$ cat config.mk
export PLATFORM = sky130hd
export DESIGN_NAME = adc_byte_packer_flat
export DESIGN_NICKNAME = d
export VERILOG_FILES = /design/src/rtl/adc_byte_packer_if.sv /design/src/rtl/adc_byte_packer.sv /design/src/flat_wrapper.sv
export SDC_FILE = /design/constraint.sdc
export NUM_CORES = 1
export LEC_CHECK = 0
export BUFFER_PORTS_ARGS = -buffer_cell sky130_fd_sc_hd__buf_4
export CORE_UTILIZATION = 50
export CTS_BUF_LIST = sky130_fd_sc_hd__clkbuf_8
export DETAILED_ROUTE_END_ITERATION = 10
export PLACE_DENSITY = 0.75
export SKIP_LAST_GASP = 1
export SLEW_MARGIN = 10
export SYNTH_ARGS = -nofsm -noshare
export SYNTH_HDL_FRONTEND = slang
export SYNTH_SLANG_ARGS = --single-unit
$ cat constraint.sdc
create_clock -name clk_clk -period 4.7 [get_ports clk_clk]
set_input_delay 0.705 -clock clk_clk [delete_from_list [all_inputs] [get_ports clk_clk]]
set_output_delay 0.705 -clock clk_clk [all_outputs]
set_load 0.02 [all_outputs]
$ cat src/rtl/adc_byte_packer_if.sv
// Byte stream from the packer toward the SPI slave sink.
// Avalon-ST, ready latency 0.
interface adc_byte_packer_if;
  logic       valid;
  logic       ready;
  logic [7:0] data;

  modport master (output valid, output data, input ready);
  modport slave (input valid, input data, output ready);
endinterface

$ cat src/rtl/adc_byte_packer.sv
// Buffers ADC samples and emits framed bytes: A5, seq, big-endian payload.
// Optional trailing XOR checksum byte: define ADC_PACK_CHECKSUM_EN.
module adc_byte_packer #(
  parameter int SAMPLE_W   = 12,
  parameter int FIFO_DEPTH = 16,
  parameter int FRAME_LEN  = 8
) (
  input  logic                        clk_clk,
  input  logic                        reset_reset,
  input  logic                        enable,
  input  logic                        adc_valid,
  input  logic [SAMPLE_W-1:0]         adc_data,
  adc_byte_packer_if.master           st,
  output logic [$clog2(FIFO_DEPTH):0] fifo_level,
  output logic                        overflow,
  input  logic                        clr_ovf
);
  localparam int AW = $clog2(FIFO_DEPTH);
  localparam int LW = AW + 1;

  typedef enum logic [2:0] {
    IDLE,
    HDR,
    SEQ,
    HI,
`ifdef ADC_PACK_CHECKSUM_EN
    LO,
    CSUM
`else
    LO
`endif
  } state_t;

  state_t state, nxt;

  logic [SAMPLE_W-1:0] mem [FIFO_DEPTH];
  logic [AW-1:0]       wp, rp;
  logic [SAMPLE_W-1:0] head;
  logic [7:0]          seq, cnt, byte_o;
  logic                xfer, pop, wr, drop, full, last, vld;
`ifdef ADC_PACK_CHECKSUM_EN
  logic [7:0]          csum;
`endif

  assign head = mem[rp];
  assign full = fifo_level == LW'(FIFO_DEPTH);
  assign last = cnt == 8'(FRAME_LEN - 1);
  assign xfer = vld && st.ready;
  assign pop  = (state == LO) && xfer;
  assign wr   = adc_valid && enable && (!full || pop);
  assign drop = adc_valid && enable && !wr;

  assign st.valid = vld;
  assign st.data  = byte_o;

  always_comb begin
    nxt    = state;
    vld    = 1'b0;
    byte_o = 8'h00;
    unique case (state)
      IDLE: begin
        if (enable && fifo_level >= LW'(FRAME_LEN))
          nxt = HDR;
      end
      HDR: begin
        vld    = 1'b1;
        byte_o = 8'hA5;
        if (xfer) nxt = SEQ;
      end
      SEQ: begin
        vld    = 1'b1;
        byte_o = seq;
        if (xfer) nxt = HI;
      end
      HI: begin
        vld    = 1'b1;
        byte_o = 8'(head >> 8);
        if (xfer) nxt = LO;
      end
      LO: begin
        vld    = 1'b1;
        byte_o = head[7:0];
        if (xfer) begin
`ifdef ADC_PACK_CHECKSUM_EN
          nxt = last ? CSUM : HI;
`else
          nxt = last ? IDLE : HI;
`endif
        end
      end
`ifdef ADC_PACK_CHECKSUM_EN
      CSUM: begin
        vld    = 1'b1;
        byte_o = csum;
        if (xfer) nxt = IDLE;
      end
`endif
      default: nxt = IDLE;
    endcase
  end

  // Storage is not reset; the pointers define what is valid.
  always_ff @(posedge clk_clk) begin
    if (wr) mem[wp] <= adc_data;
  end

  always_ff @(posedge clk_clk) begin
    if (reset_reset) begin
      state      <= IDLE;
      wp         <= '0;
      rp         <= '0;
      fifo_level <= '0;
      overflow   <= 1'b0;
      seq        <= 8'h00;
      cnt        <= 8'h00;
    end else begin
      state <= nxt;
      if (wr)  wp <= wp + AW'(1);
      if (pop) rp <= rp + AW'(1);
      if (wr && !pop)
        fifo_level <= fifo_level + LW'(1);
      else if (pop && !wr)
        fifo_level <= fifo_level - LW'(1);
      overflow <= drop | (overflow & ~clr_ovf);
      if (pop) cnt <= last ? 8'h00 : cnt + 8'h01;
`ifdef ADC_PACK_CHECKSUM_EN
      if (state == CSUM && xfer) seq <= seq + 8'h01;
`else
      if (pop && last) seq <= seq + 8'h01;
`endif
    end
  end

`ifdef ADC_PACK_CHECKSUM_EN
  // Covers seq and payload; the header is excluded.
  always_ff @(posedge clk_clk) begin
    if (reset_reset)
      csum <= 8'h00;
    else if (state == IDLE && nxt == HDR)
      csum <= 8'h00;
    else if (xfer && (state == SEQ || state == HI || state == LO))
      csum <= csum ^ byte_o;
  end
`endif
endmodule
$ cat src/flat_wrapper.sv
// flat-port wrapper written by rule: the top's interface ports become plain ports
module adc_byte_packer_flat 
#(
  parameter int SAMPLE_W   = 12,
  parameter int FIFO_DEPTH = 16,
  parameter int FRAME_LEN  = 8
)
  (clk_clk, reset_reset, enable, adc_valid, adc_data, fifo_level, overflow, clr_ovf, st_valid, st_data, st_ready);
  adc_byte_packer_if st_i ();
  input  logic clk_clk;
  input  logic reset_reset;
  input  logic enable;
  input  logic adc_valid;
  input  logic [SAMPLE_W-1:0] adc_data;
  output logic [$clog2(FIFO_DEPTH):0] fifo_level;
  output logic overflow;
  input  logic clr_ovf;
  output wire logic [$bits(st_i.valid)-1:0] st_valid;
  output wire logic [$bits(st_i.data)-1:0] st_data;
  input wire logic [$bits(st_i.ready)-1:0] st_ready;
  assign st_valid = st_i.valid;
  assign st_data = st_i.data;
  assign st_i.ready = st_ready;
  adc_byte_packer #(.SAMPLE_W(SAMPLE_W), .FIFO_DEPTH(FIFO_DEPTH), .FRAME_LEN(FRAME_LEN)) u_core (.clk_clk(clk_clk), .reset_reset(reset_reset), .enable(enable), .adc_valid(adc_valid), .adc_data(adc_data), .st(st_i), .fifo_level(fifo_level), .overflow(overflow), .clr_ovf(clr_ovf));
endmodule
==> results of run 1 <==
-- worst max-delay path: stages, from the launching register on --
cell      delay, ns
dfxtp_2        0.91
buf_4          0.41
mux4_2         0.36
a22oi_1        0.27
o2111a_1       0.23
nor2_1         0.05
buf_4          0.16
-- state kept, by name, summed over array words and instances (netlist names), named ones only --
register / cells
u_core.seq: 8
u_core.cnt: 8
u_core.mem: 192
u_core.wp: 4
u_core.fifo_level: 5
u_core.overflow: 1
u_core.rp: 4
u_core.state: 3
-- placed cells by master (no fill, tap or decap), drive strengths merged, types with 4 or more instances in the layout --
master	count
nor2	58
o21ai	10
o221ai	4
a22oi	6
ha	11
mux2i	35
nor3	5
buf	52
xnor2	9
mux4	32
a21oi	15
nand4	6
xor2	14
inv	22
clkinv	8
dfxtp	37
o22ai	4
a31oi	4
clkbuf	37
nand3	18
nand2	34
a311oi	4
and3	6
o32ai	8
edfxtp	192
-- layer usage --
layer | up-vias | global-route usage [%] | wire length [um]
met2 | 187 | 33.6 | 9470
met5 | - | 0 | 0
met3 | 26 | 4.65 | 1270
met4 | 0 | 6.36 | 288
li1 | 2441 | - | -
met1 | 2707 | 27.8 | 8290
-- per-stage QoR --
| step | setup slack, ns | cell area, sq um | utilization, % | cells | total power [mW] |
|---|---|---|---|---|---|
| global placement | 1.28 | 9970 | 54.5 | 844 | 2.46 |
| global route | 0.869 | 10600 | 58.1 | 906 | 4.10 |
| CTS | 0.970 | 10600 | 58.1 | 906 | 3.99 |
| finish | 1.05 | 10600 | 58.1 | 906 | 3.97 |
| detailed placement | 1.19 | 9970 | 54.5 | 844 | 2.47 |
| floorplan | 1.58 | 9460 | - | 597 | 2.39 |
-- logic make-up after synthesis --
logic type,synth area share (%)
buffers and inverters,2.47
adder cells (fa/ha/maj),1.67
AO/OA/AOI/OAI,5.44
multiplexers,11.7
AND/OR/NAND/NOR,7.82
XOR/XNOR,2.13
flip-flops,68.8
-- where the power goes --
group	internal, mW	total, mW	switching, mW
registers	2.22	2.24	0.0220
logic	0.0756	0.191	0.116
clock network	0.792	1.53	0.742
total	3.09	3.97	0.880
-- final cells by class --
type / count / area (sq um)
clock buffers: 37 / 509
clock inverters: 25 / 141
fillers: 1369 / 7650
inverters: 8 / 30.0
multi-input cells: 326 / 2740
flip-flops and latches: 229 / 6510
well taps: 229 / 287
repair buffers: 52 / 403
-- worst max-delay path by stage --
stage,to,start,cells past startpoint
floorplan,u_core.fifo_level[4],st_ready,13
global placement,u_core.fifo_level[4],st_ready,12
detailed placement,u_core.fifo_level[4],st_ready,12
CTS,st_data[1],flip-flop,7
global route,st_data[3],flip-flop,7
finish,st_data[3],flip-flop,6
==> metrics.txt, run 1 <==
GRT Residual Overflow=0; PostCTS Resize Cnt=0; vias in the first global route=5331; Nets=684; hold_ws=0.485 ns; Die H=140 um; Post-CTS Hold Fix Bufs=0; CTS Sinks=229; Max rail drop VDD=0.193 mV; outcome=completed; PortBufs=32; number of diodes=0; Routed WL=19300 um; register bit count reported by yosys=229; Final Hold Vio Count=0; worst-case clock buffer depth=3; f_max=274 MHz; Synth-to-Final Area Change=12.2%; Least-Margin Pin Slew=1.10 ns; num rows=49; MaxCap Viol Count=0; GRT Total Usage=20.6%; leakage=3.54 nW; critical path data required time=3.99 ns; RSZ-0062 raised after global routing=no; clk_skew=0.0179 ns; CTS buffer count=37; fin crit share=77.7%; pin count of the biggest net entering global routing=34; fin crit period=3.65 ns; post-synthesis net count=627; PwrDens=374 nW/um^2; Seq/Total Area, Yosys=68.8%; DP HPWL=12600 um; antenna violations before repair=0; syn_area_per_cell=15.8 sq um; router iterations before antenna repair=5; Vias=5361; clk root buf=clkbuf_8; Setup TNS=0 ns; most instantiated cells after synthesis=edfxtp_1, nor2_1, dfxtp_1, mux2i_1, nand2_1; cell area after synthesis=9460 sq um; Distinct cells, synth=60; Reg-to-Reg Start=u_core.state[2]; Setup Fix Bufs, Post-CTS=0; final setup vio count=0; GPL Wtd Cong=0.840; FFs w/ async S/R, synth=0%; Skew-Pair Late Insertion Delay=0.53 ns; Starting Density=51.8%; cell with the most instances after synthesis=edfxtp_1; core area=18300 sq um; Synthesis Warnings=0; Yosys top cell by area=edfxtp_1; critical path arrival=2.95 ns; worst slew margin relative to its limit=26.1%; Clock H-tree levels=2; Post-DRT Antenna Nets=0; cell count after synthesis=597; Crit Path Category=flip-flop to output port; Post-route DRC=0; EDFF count, synth=192; worst min-delay path endpoint=u_core.cnt[1]; Die W=140 um; initial detailed-routing violation count=532; I/O Pins=33; dominant synthesized flop cell=edfxtp_1; first-pass GRT wire length=30000 um; fin. max-slew vios=0; Synth top area share=61.0%; TritonCTS clock tree=done; hold depth=2; HP Start=u_core.cnt[1]; class of the worst hold path=flip-flop to flip-flop; critical path launch point type=flip-flop; critical path capture point type=output port; register-to-register setup slack=1.23 ns; Worst Path Max Fanout=33; share of layout cells above drive strength 1=19.5%; total die area=19500 sq um; R2R depth=11; WL per Instance=21.3 um; Crit Reg-Reg Endpoint=u_core.fifo_level[4]; clock-pin slew on the worst setup and hold paths=0.06 ns; synth top area cells=edfxtp_1, dfxtp_1, mux4_2; via-per-instance ratio=5.92
Power figures use the tool's default switching activity.
==> run 2: changes to the inputs <==
--- a/config.mk
+++ b/config.mk
@@ -5,6 +5,7 @@
 export SDC_FILE = /design/constraint.sdc
 export NUM_CORES = 1
 export LEC_CHECK = 0
+export ABC_AREA = 1
 export BUFFER_PORTS_ARGS = -buffer_cell sky130_fd_sc_hd__buf_4
 export CORE_UTILIZATION = 50
 export CTS_BUF_LIST = sky130_fd_sc_hd__clkbuf_8
==> constraint.sdc (replaced) <==
create_clock -name clk_clk -period 3.5 [get_ports clk_clk]
set_input_delay 0.525 -clock clk_clk [delete_from_list [all_inputs] [get_ports clk_clk]]
set_output_delay 0.525 -clock clk_clk [all_outputs]
set_load 0.02 [all_outputs]
==> run 2 against run 1 <==
  * Die area up 5.9%
  * Via count grew 32%
  * Critical endpoint is now st_data[7]
  * Cell count is 48% higher
  * Highest routed layer unchanged
  * Largest power group unchanged
==> metrics.txt, run 2 <==
TritonCTS clock tree=done; Worst Path Max Fanout=55 (+67%); most instantiated cells after synthesis=nand2_1, edfxtp_1, nand3_1, inv_1, nor2_1; critical path arrival=2.62 ns (-0.33 ns); Crit Path Category=flip-flop to output port; fin. max-slew vios=0 (unchanged); crit-path cells=inv_4 > buf_12 > o21ai_0 > nand3_1 > nand3_1 > nand2_1 > nand2_1 > nand2_1 > buf_4; Post-CTS Hold Fix Bufs=0 (unchanged); Die W=144 um (+2.9%); initial detailed-routing violation count=721 (+36%); Routed WL=22700 um (+17%); largest reg by FF count=u_core.mem; leading registers by flop count=u_core.mem x192, u_core.cnt x8, u_core.seq x8; Max rail drop VDD=0.309 mV (+60%); most frequent cells in the layout=nand2_1, edfxtp_1, inv_1, nand3_1, nor2_1; critical path's most frequent cell=nand2_1; share of layout cells above drive strength 1=11.3% (-8.2 points); Nets=1085 (+59%); syn_area_per_cell=9.95 sq um (-37%); Setup Fix Bufs, Post-CTS=0 (unchanged); max incr delay on CP=0.61 ns (-0.30 ns); EDFF count, synth=192 (unchanged); core area=19500 sq um (+6.9%); Synth top area share=57.5% (-3.4 points); design area=11200 sq um (+5.8%); PostCTS Resize Cnt=0 (unchanged); synth top area cells=edfxtp_1, nand2_1, dfxtp_1; total die area=20600 sq um (+5.9%); router iterations before antenna repair=7 (+2); WL per Instance=16.9 um (-21%); I/O Pins=33 (unchanged); DP HPWL=13900 um (+11%); register area=6510 sq um (about the same); PortBufs=32 (unchanged); Post-DRT Antenna Nets=0 (unchanged); fin crit period=3.14 ns; GRT Total Usage=23.2% (+2.6 points); dpl cell area=10600 sq um (+6.2%); max reg flops=192 (unchanged); fin crit share=89.8%; fill count=1667 (+22%); Starting Density=51.3% (-0.45 points); Synth-to-Final Area Change=12.1%; dominant synthesized flop cell=edfxtp_1; CTS buffer count=37 (unchanged); GRT Residual Overflow=0 (unchanged); critical path launch point type=flip-flop; pin count of the biggest net entering global routing=56 (+65%); critical path data required time=2.97 ns (-1.02 ns); outcome=completed; clock-pin slew on the worst setup and hold paths=0.06 ns (about the same); critical path capture point type=output port; Vias=7067 (+32%); Setup TNS=0 ns (unchanged); register-to-register setup slack=0.87 ns (-0.36 ns); Seq/Total Area, Yosys=64.9% (-3.9 points); Skew-Pair Late Insertion Delay=0.52 ns (about the same); clk root buf=clkbuf_8; Distinct cells, synth=34 (-43%); via-per-instance ratio=5.26 (-11%); RSZ-0062 raised after global routing=no; cell area after synthesis=10000 sq um (+5.9%); f_max=318 MHz; Final Hold Vio Count=0 (unchanged); worst slew margin relative to its limit=23.8% (-2.3 points); clk_skew=0.0225 ns (+0.00460 ns); PwrDens=497 nW/um^2 (+33%); CTS Sinks=229 (unchanged); class of the worst hold path=primary input to flip-flop; GPL Wtd Cong=0.831 (-1.1%); antenna violations before repair=0 (unchanged); Yosys top cell by area=edfxtp_1; post-synthesis net count=1037 (+65%); vias in the first global route=6684 (+25%); Worst path slowest cell=dfxtp_4; cell with the most instances after synthesis=nand2_1; MaxCap Viol Count=0 (unchanged); leakage=4.49 nW (+27%); Die H=144 um (+2.9%); Post-route DRC=0 (unchanged); area of the multi-input gates=2900 sq um (+5.8%); Least-Margin Pin Slew=1.14 ns (+0.0319 ns); final setup vio count=0 (unchanged); most common cell after layout, fill and taps aside=nand2_1; num rows=51 (+4.1%); worst-case clock buffer depth=3 (unchanged); first-pass GRT wire length=36100 um (+20%); register bit count reported by yosys=229 (unchanged); Clock H-tree levels=2 (unchanged); number of diodes=0 (unchanged); Synthesis Warnings=0 (unchanged); FFs w/ async S/R, synth=0% (unchanged); cell count after synthesis=1007 (+69%); hold_ws=0.266 ns (-0.220 ns)
==> run 2: final timing paths <==
check	from	endpoint	cells past startpoint
worst max-delay path	flip-flop	st_data[7]	9
worst min-delay path	clr_ovf	u_core.overflow	4
worst max register to register	u_core.fifo_level[4]	u_core.fifo_level[4]	14
worst min register to register	u_core.rp[3]	u_core.rp[3]	2
==> run 2: logic make-up (layout without fill, tap and decap cells) <==
family	after synthesis	after routing	synth area share [%]
fa+ha+maj	12	12	1.57
compound gates	82	82	4.22
buf+inv	158	230	6.72
xor+xnor	11	11	0.962
flops	229	229	64.9
simple gates	515	515	21.6
==> run 2: area by class of cell <==
cell class / count / area share (%)
clock buffer: 41 / 5.02
timing repair buffer: 53 / 3.65
clock inverter: 22 / 0.780
sequential: 229 / 58.0
multi-input combinational: 620 / 25.8
tap: 265 / 2.95
inverter: 114 / 3.83
==> run 2: worst max-delay path: cells and delay by family (launching register included) <==
family          cells  cell delay [ns]
buf+inv             3             0.69
compound gates      1             0.29
simple gates        5             0.47
flops               1             0.61
==> run 2: per-stage QoR <==
| step | instances | worst slack, ns | utilization [%] | power [mW] |
|---|---|---|---|---|
| after CTS | 1344 | 0.318 | 57.5 | 5.63 |
| final | 1344 | 0.358 | 57.5 | 5.58 |
| after global routing | 1344 | 0.164 | 57.5 | 5.80 |
| after floorplan | 1007 | 1.16 | - | 3.39 |
| after global placement | 1281 | 0.767 | 54.2 | 3.58 |
| after detailed placement | 1281 | 0.750 | 54.2 | 3.59 |
==> run 2: where the power goes <==
group	internal [mW]	switching, mW	total, mW
combinational	0.171	0.343	0.514
clock	1.07	0.981	2.05
sequential	2.99	0.0321	3.02
==> run 2: routing by layer <==
layer  wire, um  GRT usage (%)  vias up
met5          0              0        -
met4        487           7.50        0
met3       1490           4.70       39
met2      11000           38.0      260
met1       9690           30.9     3330
li1           -              -     3438
==> run 3: changes to the inputs <==
--- a/config.mk
+++ b/config.mk
@@ -10,7 +10,7 @@
 export CORE_UTILIZATION = 50
 export CTS_BUF_LIST = sky130_fd_sc_hd__clkbuf_8
 export DETAILED_ROUTE_END_ITERATION = 10
-export PLACE_DENSITY = 0.75
+export PLACE_DENSITY = 0.78
 export SKIP_LAST_GASP = 1
 export SLEW_MARGIN = 10
 export SYNTH_ARGS = -nofsm -noshare
==> constraint.sdc (replaced) <==
create_clock -name clk_clk -period 2.6 [get_ports clk_clk]
set_input_delay 0.39 -clock clk_clk [delete_from_list [all_inputs] [get_ports clk_clk]]
set_output_delay 0.39 -clock clk_clk [all_outputs]
set_load 0.02 [all_outputs]
==> run 3 against run 2 <==
  * Clock-buffer cell count did not move
  * Sequential power rose by 34%
  * Hold slack got worse by 0.15 ns
  * Critical path type unchanged
==> metrics.txt, run 3 (synthesized netlist as in run 2, its figures left out) <==
antenna violations before repair=0 (unchanged); Vias=7571 (+7.1%); register area=6510 sq um (unchanged); TritonCTS clock tree=done; min setup slack post-route=0.0423 ns (-0.316 ns); Setup TNS=0 ns (unchanged); Post-DRT Antenna Nets=0 (unchanged); Routed WL=25400 um (+12%); leakage=4.79 nW (+6.6%); Total Power=7.83 mW (+40%); leading registers by flop count=u_core.mem x192, u_core.cnt x8, u_core.seq x8; CTS buffer count=38 (+2.7%); most common cell after layout, fill and taps aside=nand2_1; f_max=391 MHz; max reg flops=192 (unchanged); Least-Margin Pin Slew=0.699 ns (-0.438 ns); class of the worst hold path=primary input to flip-flop; Clock H-tree levels=2 (unchanged); Starting Density=51.3% (unchanged); DP HPWL=14200 um (+2.2%); GPL Wtd Cong=0.847 (+2.0%); fin. max-slew vios=0 (unchanged); clk_skew=0.0111 ns (-0.0114 ns); clock-pin slew on the worst setup and hold paths=0.06 ns (about the same); I/O Pins=33 (unchanged); critical path capture point type=output port; fin crit period=2.56 ns; Final Hold Vio Count=0 (unchanged); GRT Residual Overflow=0 (unchanged); initial detailed-routing violation count=816 (+13%); largest reg by FF count=u_core.mem; fin crit share=98.4%; critical path arrival=2.17 ns (-0.45 ns); most frequent cells in the layout=nand2_1, edfxtp_1, inv_1, nand3_1, nor2_1; PortBufs=32 (unchanged); Post-route DRC=0 (unchanged); Die H=144 um (unchanged); via-per-instance ratio=5.47 (+4.0%); hold_ws=0.118 ns (-0.148 ns); MaxCap Viol Count=0 (unchanged); area of the multi-input gates=3000 sq um (+3.7%); share of layout cells above drive strength 1=16.6% (+5.3 points); Skew-Pair Late Insertion Delay=0.54 ns (+0.02 ns); RSZ-0062 raised after global routing=yes; vias in the first global route=7196 (+7.7%); critical path launch point type=flip-flop; Worst Path Max Fanout=8 (-85%); num rows=51 (unchanged); Nets=1123 (+3.5%); PwrDens=658 nW/um^2 (+32%); clk root buf=clkbuf_8; pre-CTS WS=0.159 ns (-0.591 ns); WL per Instance=18.3 um (+8.6%); router iterations before antenna repair=5 (-2); worst slew margin relative to its limit=53.4% (+30 points); first-pass GRT wire length=37300 um (+3.4%); worst-case clock buffer depth=3 (unchanged); Die W=144 um (unchanged); CTS Sinks=229 (unchanged); outcome=completed; core area=19500 sq um (unchanged); Synth-to-Final Area Change=18.8%; total die area=20600 sq um (unchanged); final setup vio count=0 (unchanged); Max rail drop VDD=0.408 mV (+32%); pin count of the biggest net entering global routing=53 (-5.4%); fill count=1557 (-6.6%); number of diodes=0 (unchanged); GRT Total Usage=24.3% (+1.1 points); Crit Path Category=flip-flop to output port; critical path data required time=2.21 ns (-0.76 ns)
run 3: routing by layer:
layer	wire (um)	vias up	global-route usage [%]
li1	-	3522	-
met1	9570	3539	30.5
met2	12100	409	39.7
met3	2470	101	5.20
met4	1260	0	12.4
met5	0	-	0
run 3: what timing repair did:
item	in CTS	in global routing
gates resized for setup	5	58
cloned	1	7
pin swaps	0	29
buffers inserted	2	8
hold buffers	0	0
setup endpoints to repair	8	9
run 3: cell type report:
| cell class | count | area share, % |
|---|---|---|
| tap | 265 | 2.79 |
| timing repair inverter | 1 | 0.0736 |
| clock inverter | 26 | 1.17 |
| multi-input combinational | 620 | 25.2 |
| clock buffer | 41 | 4.74 |
| sequential | 229 | 54.7 |
| inverter | 114 | 3.72 |
| timing repair buffer | 89 | 7.55 |
run 3: worst paths after layout:
check,startpoint,to,slack (ns),cells after the start
hold / removal,clr_ovf,u_core.overflow,0.12,4
setup / recovery,flip-flop,st_data[0],0.04,12
hold reg to reg,u_core.seq[7],u_core.seq[7],0.47,2
setup reg to reg,u_core.state[0],u_core.fifo_level[4],0.20,16
run 3: metrics by stage:
step / utilization [%] / std cells / instance area [sq um]
after global placement: 55.1 / 1301 / 10800
after detailed placement: 55.1 / 1301 / 10800
after CTS: 59.1 / 1371 / 11500
after floorplan: - / 1007 / 10000
after global routing: 60.9 / 1385 / 11900
final: 60.9 / 1385 / 11900
run 3: report_power, final:
part	internal, mW	leakage [nW]	switching (mW)
combinational	0.287	2.36	0.491
sequential	4.02	2.03	0.0400
clock	1.55	0.398	1.43
total	5.87	4.79	1.96
run 3: worst max-delay path: stages (launching register included):
cell and delay, ns:
dfxtp_4 0.46, buf_12 0.14, buf_12 0.12, clkbuf_16 0.18
nand2_1 0.05, nand2_1 0.06, nand2_1 0.05, nand3_1 0.07
nand3_1 0.07, nand2_1 0.12, nand2_1 0.07, nand3_2 0.11
buf_6 0.12
